## config.mk

```make
export PLATFORM = sky130hd
export DESIGN_NAME = timer_mux
export DESIGN_NICKNAME = d
export VERILOG_FILES = /design/src/rtl/timer_mux_pkg.sv /design/src/rtl/timer_mux_min.sv /design/src/rtl/timer_mux.sv
export SDC_FILE = /design/constraint.sdc
export NUM_CORES = 2
export LEC_CHECK = 0
export CORE_MARGIN = 2
export CORE_UTILIZATION = 35
export CTS_CLUSTER_DIAMETER = 40
export CTS_CLUSTER_SIZE = 24
export DETAILED_ROUTE_END_ITERATION = 8
export DONT_BUFFER_PORTS = 1
export PLACE_DENSITY_LB_ADDON = 0.15
export SETUP_SLACK_MARGIN = 0.2
export SKIP_CTS_REPAIR_TIMING = 1
export SLEW_MARGIN = 5
export SYNTH_ARGS = -nofsm -noshare
export SYNTH_HDL_FRONTEND = slang
export SYNTH_HIERARCHICAL = 1
export SYNTH_SLANG_ARGS = --single-unit
```

## constraint.sdc

```tcl
create_clock -name clk_i -period 24.2 [get_ports clk_i]
set_clock_uncertainty 0.05 [all_clocks]
set_input_delay 4.84 -clock clk_i [delete_from_list [all_inputs] [get_ports clk_i]]
set_output_delay 4.84 -clock clk_i [all_outputs]
set_load 0.01 [all_outputs]
```

## src/rtl/timer_mux_pkg.sv

```systemverilog
// timer_mux shared types and constants.
// State, op encoding, CLINT offsets, idle compare value.
package timer_mux_pkg;

  typedef enum logic [1:0] {
    IDLE,
    WR_HI_MAX,
    WR_LO,
    WR_HI
  } state_e;

  typedef enum logic {
    OP_ARM    = 1'b0,
    OP_CANCEL = 1'b1
  } op_e;

  localparam logic [15:0] MTIMECMP_LO_OFF = 16'h4000;
  localparam logic [15:0] MTIMECMP_HI_OFF = 16'h4004;

  localparam logic [63:0] NO_DEADLINE = 64'hFFFF_FFFF_FFFF_FFFF;

endpackage

```

## src/rtl/timer_mux_min.sv

```systemverilog
// timer_mux_min: earliest deadline over armed slots.
// Ties keep the lowest index; min_val is NO_DEADLINE when none armed.
module timer_mux_min
  import timer_mux_pkg::*;
#(
  parameter int N = 4
) (
  input  logic [N-1:0] armed,
  input  logic [63:0]  deadline [N],
  output logic [63:0]  min_val,
  output logic         valid
);

  always_comb begin
    min_val = NO_DEADLINE;
    valid   = 1'b0;
    for (int i = 0; i < N; i++) begin
      if (armed[i] && (!valid || deadline[i] < min_val)) begin
        min_val = deadline[i];
        valid   = 1'b1;
      end
    end
  end

endmodule

```

## src/rtl/timer_mux.sv

```systemverilog
// timer_mux: virtual timers multiplexed onto CLINT mtimecmp.
// TIMER_MUX_SAFE_UPDATE_EN parks mtimecmp hi at max before lo/hi writes.
module timer_mux
  import timer_mux_pkg::*;
#(
  parameter int          NUM_TIMERS = 4,
  parameter logic [31:0] CLINT_BASE = 32'h0200_0000
) (
  input  logic                          clk_i,
  input  logic                          rst_ni,
  input  logic                          cfg_valid_i,
  input  logic                          cfg_op_i,
  input  logic [$clog2(NUM_TIMERS)-1:0] cfg_id_i,
  input  logic [63:0]                   cfg_deadline_i,
  input  logic [63:0]                   mtime_i,
  input  logic [NUM_TIMERS-1:0]         expired_ack_i,
  output logic [NUM_TIMERS-1:0]         expired_o,
  output logic                          irq_o,
  output logic                          busy_o,
  output logic [31:0]                   wbm_adr_o,
  output logic [31:0]                   wbm_dat_o,
  output logic                          wbm_we_o,
  output logic [3:0]                    wbm_sel_o,
  output logic                          wbm_cyc_o,
  output logic                          wbm_stb_o,
  input  logic                          wbm_ack_i
);

  localparam int IW = $clog2(NUM_TIMERS);
  localparam logic [31:0] ADR_LO = CLINT_BASE + 32'(MTIMECMP_LO_OFF);
  localparam logic [31:0] ADR_HI = CLINT_BASE + 32'(MTIMECMP_HI_OFF);

  logic [NUM_TIMERS-1:0] armed_q, expired_q, cmd, hit;
  logic [63:0]           deadline_q [NUM_TIMERS];
  logic [63:0]           min_val, target;
  logic                  min_valid, arm;

  assign arm = (cfg_op_i == 1'(OP_ARM));

  // A command on a slot masks its expiry in the same cycle.
  always_comb begin
    cmd = '0;
    hit = '0;
    for (int i = 0; i < NUM_TIMERS; i++) begin
      cmd[i] = cfg_valid_i && (cfg_id_i == IW'(i));
      hit[i] = armed_q[i] && (mtime_i >= deadline_q[i]) && !cmd[i];
    end
  end

  always_ff @(posedge clk_i) begin
    if (!rst_ni) begin
      armed_q   <= '0;
      expired_q <= '0;
      for (int i = 0; i < NUM_TIMERS; i++)
        deadline_q[i] <= '0;
    end else begin
      for (int i = 0; i < NUM_TIMERS; i++) begin
        if (cmd[i]) begin
          armed_q[i] <= arm;
          if (arm) deadline_q[i] <= cfg_deadline_i;
        end else if (hit[i]) begin
          armed_q[i] <= 1'b0;
        end
        if (hit[i])                expired_q[i] <= 1'b1;
        else if (expired_ack_i[i]) expired_q[i] <= 1'b0;
      end
    end
  end

  timer_mux_min #(.N(NUM_TIMERS)) u_min (
    .armed    (armed_q),
    .deadline (deadline_q),
    .min_val  (min_val),
    .valid    (min_valid)
  );

  assign target = min_valid ? min_val : NO_DEADLINE;

  state_e      state_q, state_d;
  logic [63:0] snap_q, snap_d, prog_q, prog_d;
  logic [31:0] adr_q, adr_d, dat_q, dat_d;
  logic        cyc_q, cyc_d, busy_q;

  always_ff @(posedge clk_i) begin
    if (!rst_ni) begin
      state_q <= IDLE;
      snap_q  <= '0;
      prog_q  <= NO_DEADLINE;
      adr_q   <= '0;
      dat_q   <= '0;
      cyc_q   <= 1'b0;
      busy_q  <= 1'b0;
    end else begin
      state_q <= state_d;
      snap_q  <= snap_d;
      prog_q  <= prog_d;
      adr_q   <= adr_d;
      dat_q   <= dat_d;
      cyc_q   <= cyc_d;
      busy_q  <= (state_d != IDLE);
    end
  end

  // cyc low on entry to a write state is the 1-cycle gap after an ack.
  always_comb begin
    state_d = state_q;
    snap_d  = snap_q;
    prog_d  = prog_q;
    adr_d   = adr_q;
    dat_d   = dat_q;
    cyc_d   = cyc_q;
    unique case (state_q)
      IDLE: begin
        if (target != prog_q) begin
          snap_d = target;
          cyc_d  = 1'b1;
`ifdef TIMER_MUX_SAFE_UPDATE_EN
          state_d = WR_HI_MAX;
          adr_d   = ADR_HI;
          dat_d   = 32'hFFFF_FFFF;
`else
          state_d = WR_LO;
          adr_d   = ADR_LO;
          dat_d   = target[31:0];
`endif
        end
      end
`ifdef TIMER_MUX_SAFE_UPDATE_EN
      WR_HI_MAX: begin
        if (cyc_q && wbm_ack_i) begin
          cyc_d   = 1'b0;
          state_d = WR_LO;
        end
      end
`endif
      WR_LO: begin
        if (!cyc_q) begin
          cyc_d = 1'b1;
          adr_d = ADR_LO;
          dat_d = snap_q[31:0];
        end else if (wbm_ack_i) begin
          cyc_d   = 1'b0;
          state_d = WR_HI;
        end
      end
      WR_HI: begin
        if (!cyc_q) begin
          cyc_d = 1'b1;
          adr_d = ADR_HI;
          dat_d = snap_q[63:32];
        end else if (wbm_ack_i) begin
          cyc_d   = 1'b0;
          prog_d  = snap_q;
          state_d = IDLE;
        end
      end
      default: state_d = IDLE;
    endcase
  end

  assign expired_o = expired_q;
  assign irq_o     = |expired_q;
  assign busy_o    = busy_q;
  assign wbm_adr_o = adr_q;
  assign wbm_dat_o = dat_q;
  assign wbm_we_o  = cyc_q;
  assign wbm_sel_o = {4{cyc_q}};
  assign wbm_cyc_o = cyc_q;
  assign wbm_stb_o = cyc_q;

endmodule

```

==> flow_summary.toml <==
[place]
place_inst = 5044
place_ws_ns = 10.21
gp_congestion = 0.9027
dp_hpwl_um = 87360
port_buffers = 0

[timing]
fin_ws_ns = 9.995
period_minus_slack_ns = 14.20
tns_ns = 0
rsz0062_at_grt = "no"
max_freq_ghz = 0.07040
finalSetupViolations = 0
relSlewSlack_pct = 23.64
fin_crit_sh_pct = 58.70
whs_ns = 0.4229
worst_pin_slew_ns = 1.116
finalHoldViolations = 0
drv_slew = 0

[floorplanning]
coreArea_um2 = 88240
row_count = 109
io_pins = 216
die-area_um2 = 91290
start_util_pct = 35.26
die_height_um = 302.1
die_x_um = 302.1

[worst_setup_path]
worstSetupStartpointType = "register"
cp_top_family = "simple AND/OR/NAND/NOR gates"
path_buf_inv = 6
path_class = "reg -> reg"
cp.arrival_ns = 14.73
cp-end-kind = "register"
required_ns = 24.73
cp_slowest_cell = "nand2_2"
path_max_fanout = 78
slowest_delay_ns = 0.84
crit_top_cell = "nand4_1"

[synth]
avgSynthCellArea_um2 = 7.668
synth.top_cell.area_share_pct = 27.67
synth_seq_area_share_pct = 27.67
yosysTopAreaCell = "dfxtp_1"
synth_area_leaders = "dfxtp_1, ha_1, nand2_1"
synth_area_um2 = 31110
yosysUniqueCellTypes = 74
yosysWarningCount = 6
async_flop_share_pct = 0
synth_ff_type = "dfxtp_1"
synth_edf_count = 0
ys_top_cells_by_count = "nand2_1, a21oi_1, ha_1, dfxtp_1, inv_1"
synth.most_common_cell = "nand2_1"
ys_ff_latch = 430
synthCells = 4057

[cts]
htree_levels = 3
insertion_delay_ns = 0.67
numCtsBuffers = 97
cts_root_buf = "clkbuf_16"
clk_pin_slew_ns = 0.05
ctsLongestPathBuffers = 3
clock_sinks = 430
tritoncts = "built"

[detailed_routing]
route.vias.total = 28174
route.detailed.drc = 0
drt-initial-drc-count = 2411
wirelength_um = 116700
wire_per_inst_um = 22.32
ant_nets = 0
first_pass_iters = 7
via_per_inst = 5.388

[finish]
multi_input_area_um2 = 19930
fill_cells = 9078
drive_above_1_share_pct = 5.710
fin_cells = 5229
seqCellArea_um2 = 8611
area_growth_pct = 13.36
nets = 4561

[grt]
grt_pass1_vias = 26120
grt_pass1_wl_um = 173400
antenna_found_initial = 3
grt_max_degree = 174
grt_overflow = 0
grtUsageTotal_pct = 25.18

[power_and_ir_drop]
p_leak_nw = 16.00
ir_worst_vdd_v = 0.00006972
finalPower_mw = 2.585
power.density_nw_per_um2 = 73.31

[worst_hold_path]
hold_path_class = "reg -> reg"

[status]
outcome = "completed"

[run]
maxCapViolations = 0
flip-flops by register name, summed over array words and instances (netlist names), 2 cells and up:
register    flops
expired_o       4
prog_q         64
snap_q         64
wbm_adr_o       2
state_q         2
wbm_dat_o      32
armed_q         4
deadline_q    256
report_power, final:
group	total (mW)	switching [mW]	internal (mW)
combinational	0.359	0.225	0.134
clock	1.43	0.472	0.954
sequential	0.801	0.0480	0.752
total	2.59	0.745	1.84
cell usage in the layout, fill, tap and decap left out, drive strengths merged, types with 40 or more instances in the layout:
cell,synthesis,routed
o21ai,69,69
a21oi,474,474
a21o,138,138
o211ai,40,40
nand4,98,98
mux2i,222,222
nand2b,71,71
ha,444,444
inv,401,408
nand3,80,80
clkbuf,136,121
nand2,824,824
dfxtp,430,430
nor2,215,215
cells by family (layout without fill, tap and decap cells):
kind of cell / count (synthesis) / count (layout) / synth area share, %
adder cells (fa/ha/maj): 444 / 444 / 17.86
multiplexers: 223 / 223 / 7.179
XOR/XNOR: 33 / 33 / 0.9290
AO/OA/AOI/OAI: 872 / 872 / 17.18
other: 1 / 30 / 0.01205
flip-flops: 430 / 430 / 27.67
buffers and inverters: 634 / 612 / 8.860
AND/OR/NAND/NOR: 1420 / 1420 / 20.32
worst register-to-register path: cells and delay by family (launching register included):
| family | cells | cell delay (ns) |
|---|---|---|
| AO/OA/AOI/OAI | 9 | 2.63 |
| XOR/XNOR | 1 | 0.19 |
| adder cells (fa/ha/maj) | 3 | 0.98 |
| buffers and inverters | 6 | 2.91 |
| flip-flops | 1 | 0.34 |
| multiplexers | 3 | 1.37 |
| AND/OR/NAND/NOR | 20 | 5.61 |
per-layer routing:
layer	up-vias	GRT usage, %	routed length [um]	part of all wire [%]
met3	138	5.380	7845	6.7
met1	13432	35.12	55200	47
met4	2	6.848	2562	2.2
met5	-	0	13	0.011
li1	13819	-	-	-
met2	783	39.08	51070	44
layout make-up:
| type | count | share of cell area, % |
|---|---|---|
| antenna | 1 | 0.007096 |
| clock buffer | 121 | 7.511 |
| clock inverter | 63 | 2.579 |
| inverter | 402 | 4.300 |
| multi-input combinational | 3021 | 56.50 |
| sequential | 430 | 24.42 |
| tap | 1165 | 4.133 |
| timing repair buffer | 26 | 0.5535 |
final timing paths:
kind,from,endpoint,slack (ns),cells past startpoint
worst min-delay path,deadline_q[255],deadline_q[255],0.42,2
worst min register to register,deadline_q[255],deadline_q[255],0.42,2
worst max register to register,armed_q[0],wbm_dat_o[3],10.0,42
worst max-delay path,armed_q[0],wbm_dat_o[3],10.0,42
through the flow:
stage / instance area [um^2] / util (%)
global placement: 31710 / 35.93
floorplan: 31220 / -
finish: 35270 / 39.97
CTS: 35260 / 39.96
detailed placement: 31710 / 35.93
global route: 35260 / 39.96
(Power assumes the default switching activity.)
